## config.mk

```make
export PLATFORM = sky130hd
export DESIGN_NAME = ps2_scancode_ctl
export DESIGN_NICKNAME = d
export VERILOG_FILES = /design/src/rtl/ps2_scancode_ctl.sv
export SDC_FILE = /design/constraint.sdc
export NUM_CORES = 1
export LEC_CHECK = 0
export ABC_AREA = 1
export CAP_MARGIN = 20
export CORE_UTILIZATION = 31
export CTS_CLUSTER_DIAMETER = 40
export DETAILED_ROUTE_END_ITERATION = 8
export HOLD_SLACK_MARGIN = 0.06
export PLACE_DENSITY = 0.53
export SYNTH_ARGS = -nofsm -noshare
export SYNTH_HDL_FRONTEND = slang
export SYNTH_SLANG_ARGS = --single-unit
export TNS_END_PERCENT = 100
```

## constraint.sdc

```tcl
create_clock -name clk -period 2.7 [get_ports clk]
set_input_delay 0.54 -clock clk [delete_from_list [all_inputs] [get_ports clk]]
set_output_delay 0.54 -clock clk [all_outputs]
set_load 0.02 [all_outputs]
```

## src/rtl/ps2_scancode_ctl.sv

```systemverilog
// Purpose: decodes PS/2 Set-2 byte stream (E0/F0/E1 prefixes, status bytes) into key events held in a FWFT FIFO.
// Latency: byte sampled at edge N -> event_valid / status_valid / error_pulse visible from cycle N+1.
// Backpressure: event_valid/event_ready on the FIFO head; a push into a full FIFO with no pop is dropped and flags overflow.
// Ports: clk, reset_n (async low), sync_reset; enable_in/data_in byte strobe in;
//        event_valid/event_code/event_extended/event_break/event_ready key events out;
//        status_valid/status_code device status; error_pulse, overflow, fifo_count diagnostics.
module ps2_scancode_ctl #(
  parameter int FIFO_DEPTH     = 8,
  parameter int TIMEOUT_CYCLES = 100000
) (
  input  logic                          clk,
  input  logic                          reset_n,
  input  logic                          sync_reset,
  input  logic                          enable_in,
  input  logic [7:0]                    data_in,
  output logic                          event_valid,
  output logic [7:0]                    event_code,
  output logic                          event_extended,
  output logic                          event_break,
  input  logic                          event_ready,
  output logic                          status_valid,
  output logic [7:0]                    status_code,
  output logic                          error_pulse,
  output logic                          overflow,
  output logic [$clog2(FIFO_DEPTH):0]   fifo_count
);

  localparam int AW = $clog2(FIFO_DEPTH);
  localparam int CW = AW + 1;
  localparam int TW = $clog2(TIMEOUT_CYCLES + 1);
  localparam logic [CW-1:0] DEPTH_C = CW'(FIFO_DEPTH);
  localparam logic [TW-1:0] TMO_C   = TW'(TIMEOUT_CYCLES);

  typedef enum logic [2:0] {S_IDLE, S_E0, S_F0, S_E0F0, S_PAUSE} state_t;

  state_t          state_q, state_d;
  logic [2:0]      pause_cnt_q, pause_cnt_d;
  logic [TW-1:0]   tmo_q, tmo_d;
  logic [AW-1:0]   wr_ptr_q, wr_ptr_d, rd_ptr_q, rd_ptr_d;
  logic [CW-1:0]   count_q, count_d;
  logic            status_valid_q, status_valid_d;
  logic [7:0]      status_code_q, status_code_d;
  logic            error_q, error_d;
  logic            overflow_q, overflow_d;
  logic [9:0]      mem_q [FIFO_DEPTH];

  logic            push_req, status_hit, proto_err, tmo_hit;
  logic [9:0]      push_dat, head_dat;
  logic            pop, full, do_push, drop;
  logic            is_status, is_prefix;

  assign is_status = data_in inside {8'h00, 8'hAA, 8'hEE, 8'hFA, 8'hFC, 8'hFE, 8'hFF};
  assign is_prefix = data_in inside {8'hE0, 8'hE1, 8'hF0};

  // A byte arriving in the expiry cycle wins over the timeout.
  assign tmo_hit = (state_q != S_IDLE) && !enable_in && (tmo_q == TMO_C);

  // State register
  always_ff @(posedge clk or negedge reset_n) begin
    if (!reset_n) begin
      state_q     <= S_IDLE;
      pause_cnt_q <= '0;
    end else begin
      state_q     <= state_d;
      pause_cnt_q <= pause_cnt_d;
    end
  end

  // Next-state logic
  always_comb begin
    state_d     = state_q;
    pause_cnt_d = pause_cnt_q;
    if (sync_reset) begin
      state_d     = S_IDLE;
      pause_cnt_d = '0;
    end else if (enable_in) begin
      case (state_q)
        S_IDLE: begin
          if (data_in == 8'hE0)      state_d = S_E0;
          else if (data_in == 8'hF0) state_d = S_F0;
          else if (data_in == 8'hE1) begin
            state_d     = S_PAUSE;
            pause_cnt_d = '0;
          end
        end
        S_E0:    state_d = (data_in == 8'hF0) ? S_E0F0 : S_IDLE;
        S_F0:    state_d = S_IDLE;
        S_E0F0:  state_d = S_IDLE;
        S_PAUSE: begin
          // Pause is E1 followed by 7 fixed bytes; contents are not inspected.
          if (pause_cnt_q == 3'd6) state_d = S_IDLE;
          else                     pause_cnt_d = pause_cnt_q + 3'd1;
        end
        default: state_d = S_IDLE;
      endcase
    end else if (tmo_hit) begin
      state_d = S_IDLE;
    end
  end

  // Decoded actions (Mealy outputs on the accepted byte)
  always_comb begin
    push_req   = 1'b0;
    push_dat   = '0;
    status_hit = 1'b0;
    proto_err  = 1'b0;
    if (!sync_reset && enable_in) begin
      case (state_q)
        S_IDLE: begin
          if (!is_prefix) begin
            if (is_status) status_hit = 1'b1;
            else begin
              push_req = 1'b1;
              push_dat = {2'b00, data_in};
            end
          end
        end
        S_E0: begin
          // E0 12 is the fake-shift the keyboard emits around extended keys.
          if (data_in == 8'hE0 || data_in == 8'hE1) proto_err = 1'b1;
          else if (data_in != 8'hF0 && data_in != 8'h12) begin
            push_req = 1'b1;
            push_dat = {2'b10, data_in};
          end
        end
        S_F0: begin
          if (is_prefix) proto_err = 1'b1;
          else begin
            push_req = 1'b1;
            push_dat = {2'b01, data_in};
          end
        end
        S_E0F0: begin
          if (is_prefix) proto_err = 1'b1;
          else if (data_in != 8'h12) begin
            push_req = 1'b1;
            push_dat = {2'b11, data_in};
          end
        end
        S_PAUSE: begin
          if (pause_cnt_q == 3'd6) begin
            push_req = 1'b1;
            push_dat = {2'b10, 8'hE1};
          end
        end
        default: ;
      endcase
    end
  end

  // Inter-byte timeout counter and FIFO bookkeeping
  assign pop     = event_valid & event_ready;
  assign full    = (count_q == DEPTH_C);
  assign do_push = push_req & (~full | pop);
  assign drop    = push_req & full & ~pop;

  always_comb begin
    tmo_d          = tmo_q + 1'b1;
    wr_ptr_d       = wr_ptr_q;
    rd_ptr_d       = rd_ptr_q;
    count_d        = count_q;
    status_valid_d = status_hit;
    status_code_d  = status_hit ? data_in : status_code_q;
    error_d        = proto_err | tmo_hit;
    overflow_d     = overflow_q | drop;
    if (enable_in || state_q == S_IDLE || tmo_hit) tmo_d = '0;
    if (do_push) wr_ptr_d = wr_ptr_q + 1'b1;
    if (pop)     rd_ptr_d = rd_ptr_q + 1'b1;
    if (do_push && !pop)      count_d = count_q + 1'b1;
    else if (!do_push && pop) count_d = count_q - 1'b1;
    if (sync_reset) begin
      tmo_d          = '0;
      wr_ptr_d       = '0;
      rd_ptr_d       = '0;
      count_d        = '0;
      status_valid_d = 1'b0;
      status_code_d  = '0;
      error_d        = 1'b0;
      overflow_d     = 1'b0;
    end
  end

  always_ff @(posedge clk or negedge reset_n) begin
    if (!reset_n) begin
      tmo_q          <= '0;
      wr_ptr_q       <= '0;
      rd_ptr_q       <= '0;
      count_q        <= '0;
      status_valid_q <= 1'b0;
      status_code_q  <= '0;
      error_q        <= 1'b0;
      overflow_q     <= 1'b0;
    end else begin
      tmo_q          <= tmo_d;
      wr_ptr_q       <= wr_ptr_d;
      rd_ptr_q       <= rd_ptr_d;
      count_q        <= count_d;
      status_valid_q <= status_valid_d;
      status_code_q  <= status_code_d;
      error_q        <= error_d;
      overflow_q     <= overflow_d;
    end
  end

  // Storage needs no reset: only entries below count_q are ever presented.
  always_ff @(posedge clk) begin
    if (do_push) mem_q[wr_ptr_q] <= push_dat;
  end

  assign head_dat       = mem_q[rd_ptr_q];
  assign event_valid    = (count_q != '0);
  assign event_code     = event_valid ? head_dat[7:0] : 8'h00;
  assign event_break    = event_valid & head_dat[8];
  assign event_extended = event_valid & head_dat[9];
  assign fifo_count     = count_q;
  assign status_valid   = status_valid_q;
  assign status_code    = status_code_q;
  assign error_pulse    = error_q;
  assign overflow       = overflow_q;

endmodule

```

==> flow_metrics.py <==
metrics = {
    "power_and_ir_drop": {
        "p_per_area_nw_per_um2": 813,
        "peakVddDrop_mv": 0.497,
        "switching_share": 0.323,
        "p_clk_frac": 0.365,
        "pwr-share-seq": 0.350,
        "internal-power_uw": 4150,
        "p_comb_frac": 0.284,
        "fin_total_pwr_uw": 6130,
        "p_sw_uw": 1980,
        "leakage_uw": 0.00299,
    },
    "detailed_routing": {
        "wl_um": 14700,
        "drtAntennaViolNets": 0,
        "via_count": 4545,
        "wl_per_cell_um": 15.8,
        "drc": 2,
        "viasPerCell": 4.88,
        "firstDrtPassIters": 9,
        "drt_iter0_drc": 196,
    },
    "sta": {
        "setup_viol": 0,
        "post-route-period-util": 0.986,
        "relSlewSlack": 0.566,
        "final_max_slew_viol_count": 0,
        "fin_skew_ns": 0.0184,
        "hold_viol": 0,
        "rsz0062_at_grt": "true",
        "max_slew.worst_pin.slew_ns": 0.646,
        "max_freq_mhz": 376,
        "layout_min_cycle_time_ns": 2.66,
    },
    "worst_setup_path": {
        "r2r-start": "state_q[1]",
        "path_max_fanout": 4,
        "crit_type": "in2reg",
        "rrSetupSlack_ns": 0.21,
        "startpoint_type": "primary input",
        "arrival_ns": 2.98,
        "crit_path_end_kind": "register",
        "worstPathRequired_ns": 3.02,
        "reg2reg_depth": 15,
        "r2r-end": "fifo_count[3]",
    },
    "yosys": {
        "syn_nets": 612,
        "synthDistinctLibCells": 38,
        "netlist_top_cells_area": "edfxtp_1 41%, dfrtp_1 19%, nor2_1 7.0%",
        "yosysTopAreaCellShare": 0.413,
        "netlist.top_cell.by_area": "edfxtp_1",
        "syn_avg_cell_area_um2": 9.87,
        "synth_edf_count": 80,
        "syn_area_um2": 5820,
        "synth_most_common_cell": "nor2_1",
        "synth_ff_type": "edfxtp_1",
        "synth_common_cells": "108 x nor2_1, 80 x edfxtp_1, 62 x nand2_1, 62 x o21ai_0, 50 x inv_1",
        "synth_cells": 590,
        "synth-async-reset-ratio": 0.355,
        "synth_seq_cells": 124,
        "ys_seq_area_frac": 0.602,
        "ys_warn_count": 0,
    },
    "hold_path": {
        "hp-class": "in2async",
    },
    "outcome": {
        "outcome": "finished with violations",
        "violations": "design-rule violations",
    },
    "global_routing": {
        "grt_overflow": 0,
        "globalRouteTotalUtil": 0.163,
        "grt_pass1_wl_um": 24000,
        "antenna_found_initial": 0,
        "grt_pass1_vias": 4633,
        "grt_max_degree": 23,
    },
    "floorplan": {
        "die_area_um2": 19300,
        "num_rows": 49,
        "start_util": 0.320,
        "core_area_um2": 18200,
        "die_y_um": 139,
        "io_pins": 39,
        "die_x_um": 139,
    },
    "final_layout": {
        "area_growth_pct": 29.5,
        "utilization": 0.414,
        "num_antenna_cells": 0,
        "nets": 712,
        "drive_above_1_share": 0.212,
    },
    "run": {
        "maxCapViolCount": 0,
    },
    "clock_network": {
        "clkLatencyLatePin_ns": 0.43,
        "path_clk_slew_ns": 0.06,
        "cts_buffer_depth": 2,
        "cts.sinks": 124,
        "numCtsBuffers": 17,
        "postCtsSetupRepairBufs": 0,
        "clock_tree.root_cell": "clkbuf_16",
        "cts_tree": "done",
        "htree_levels": 4,
    },
    "place": {
        "dpl.hpwl_um": 10400,
        "io_buffer_count": 38,
        "place_congestion": 0.861,
    },
}
-- power by group through the flow --
stage	Sequential, uW	Clock (uW)	Combinational, uW
global route	2160	2370	1920
finish	2150	2240	1740
global placement	2180	0	1800
floorplan	2210	0	958
CTS	2150	2280	1770
detailed placement	2180	0	1830
-- logic make-up (layout without fill, tap and decap cells) --
| family | count (synthesis) | after routing | synth area share |
|---|---|---|---|
| AOI/OAI and AO/OA | 120 | 120 | 0.113 |
| xor gates and xnor gates | 5 | 5 | 0.00752 |
| adders and majority gates | 9 | 9 | 0.0206 |
| buffers and inverters | 80 | 193 | 0.0520 |
| DFF | 124 | 124 | 0.602 |
| muxes | 1 | 1 | 0.00193 |
| and+or+nand+nor | 251 | 251 | 0.203 |
-- registers in the layout, summed over array words and instances, names as in the netlist --
| signal | flops |
|---|---|
| error_pulse | 1 |
| fifo_count | 4 |
| mem_q | 80 |
| overflow | 1 |
| pause_cnt_q | 3 |
| rd_ptr_q | 3 |
| state_q | 3 |
| status_code | 8 |
| status_valid | 1 |
| tmo_q | 17 |
| wr_ptr_q | 3 |
-- layout by cell type, fill, tap and decap left out, types with 11 or more instances in the layout --
cell type,Yosys,final
nor2_1,108,108
edfxtp_1,80,80
nand2_1,62,62
o21ai_0,62,62
buf_4,0,55
inv_1,50,50
dfrtp_1,44,44
clkdlybuf4s50_1,0,26
nand3_1,22,22
clkbuf_16,0,17
nor3_1,16,13
a21oi_1,14,12
a31oi_1,13,12
o22ai_1,12,12
o21ai_1,11,11
-- cell type report --
| cell class | count | area (um^2) |
|---|---|---|
| Sequential cell | 124 | 3500 |
| Timing Repair Buffer | 101 | 892 |
| Clock inverter | 13 | 143 |
| Fill cell | 1750 | 10700 |
| Inverter | 60 | 225 |
| Clock buffer | 19 | 443 |
| Tap cell | 229 | 287 |
| Multi-Input combinational cell | 386 | 2050 |
-- timing repair --
action,4_1_cts,5_1_grt
setup endpoints to repair,11,51
hold buffers,0,0
hold endpoints to repair,0,0
resized for setup,12,32
pin swaps,0,0
cloned,0,0
-- how the worst max path moves through the flow --
stage | from | slack (ns) | end | cells past startpoint
CTS | fifo_count[0] | 0.002 | event_code[1] | 8
finish | data_in[4] | 0.04 | fifo_count[3] | 17
global route | data_in[4] | -0.13 | fifo_count[3] | 17
global placement | data_in[0] | -0.31 | fifo_count[3] | 17
floorplan | data_in[1] | 0.34 | mem_q[4][0] | 12
detailed placement | data_in[4] | -0.43 | fifo_count[3] | 17
-- worst max-delay path: stages --
cell	delay, ns
clkdlybuf4s50_1	0.54
inv_2	0.06
nand2_2	0.09
nor2_4	0.05
nand2_2	0.11
nand3_2	0.14
nor2_2	0.13
nand2_1	0.11
nand3_4	0.13
nand4_4	0.12
ha_1	0.34
nand2_1	0.08
nand2_1	0.05
a31oi_2	0.21
nand3_1	0.12
nand3_1	0.10
nand2_1	0.06
-- routing by layer --
metal | up-vias | routed length, um | GRT usage
li1 | 2228 | - | -
met1 | 2180 | 6470 | 0.201
met2 | 109 | 7160 | 0.270
met3 | 28 | 778 | 0.0501
met4 | 0 | 272 | 0.0573
met5 | - | 0 | 0
-- per-stage QoR --
stage	hold WS (ns)	area (um^2)	worst slack, ns	std cells	setup TNS [ns]
after CTS	0.0763	7540	0.00169	932	0
after floorplan	0.244	5820	0.336	590	0
final	0.0744	7540	0.0371	932	0
after detailed placement	0.469	6960	-0.430	900	-33.73
after global routing	0.109	7540	-0.133	932	-0.155
after global placement	0.451	6960	-0.309	900	-19.57
No activity file was read; power rests on OpenSTA's default activity.
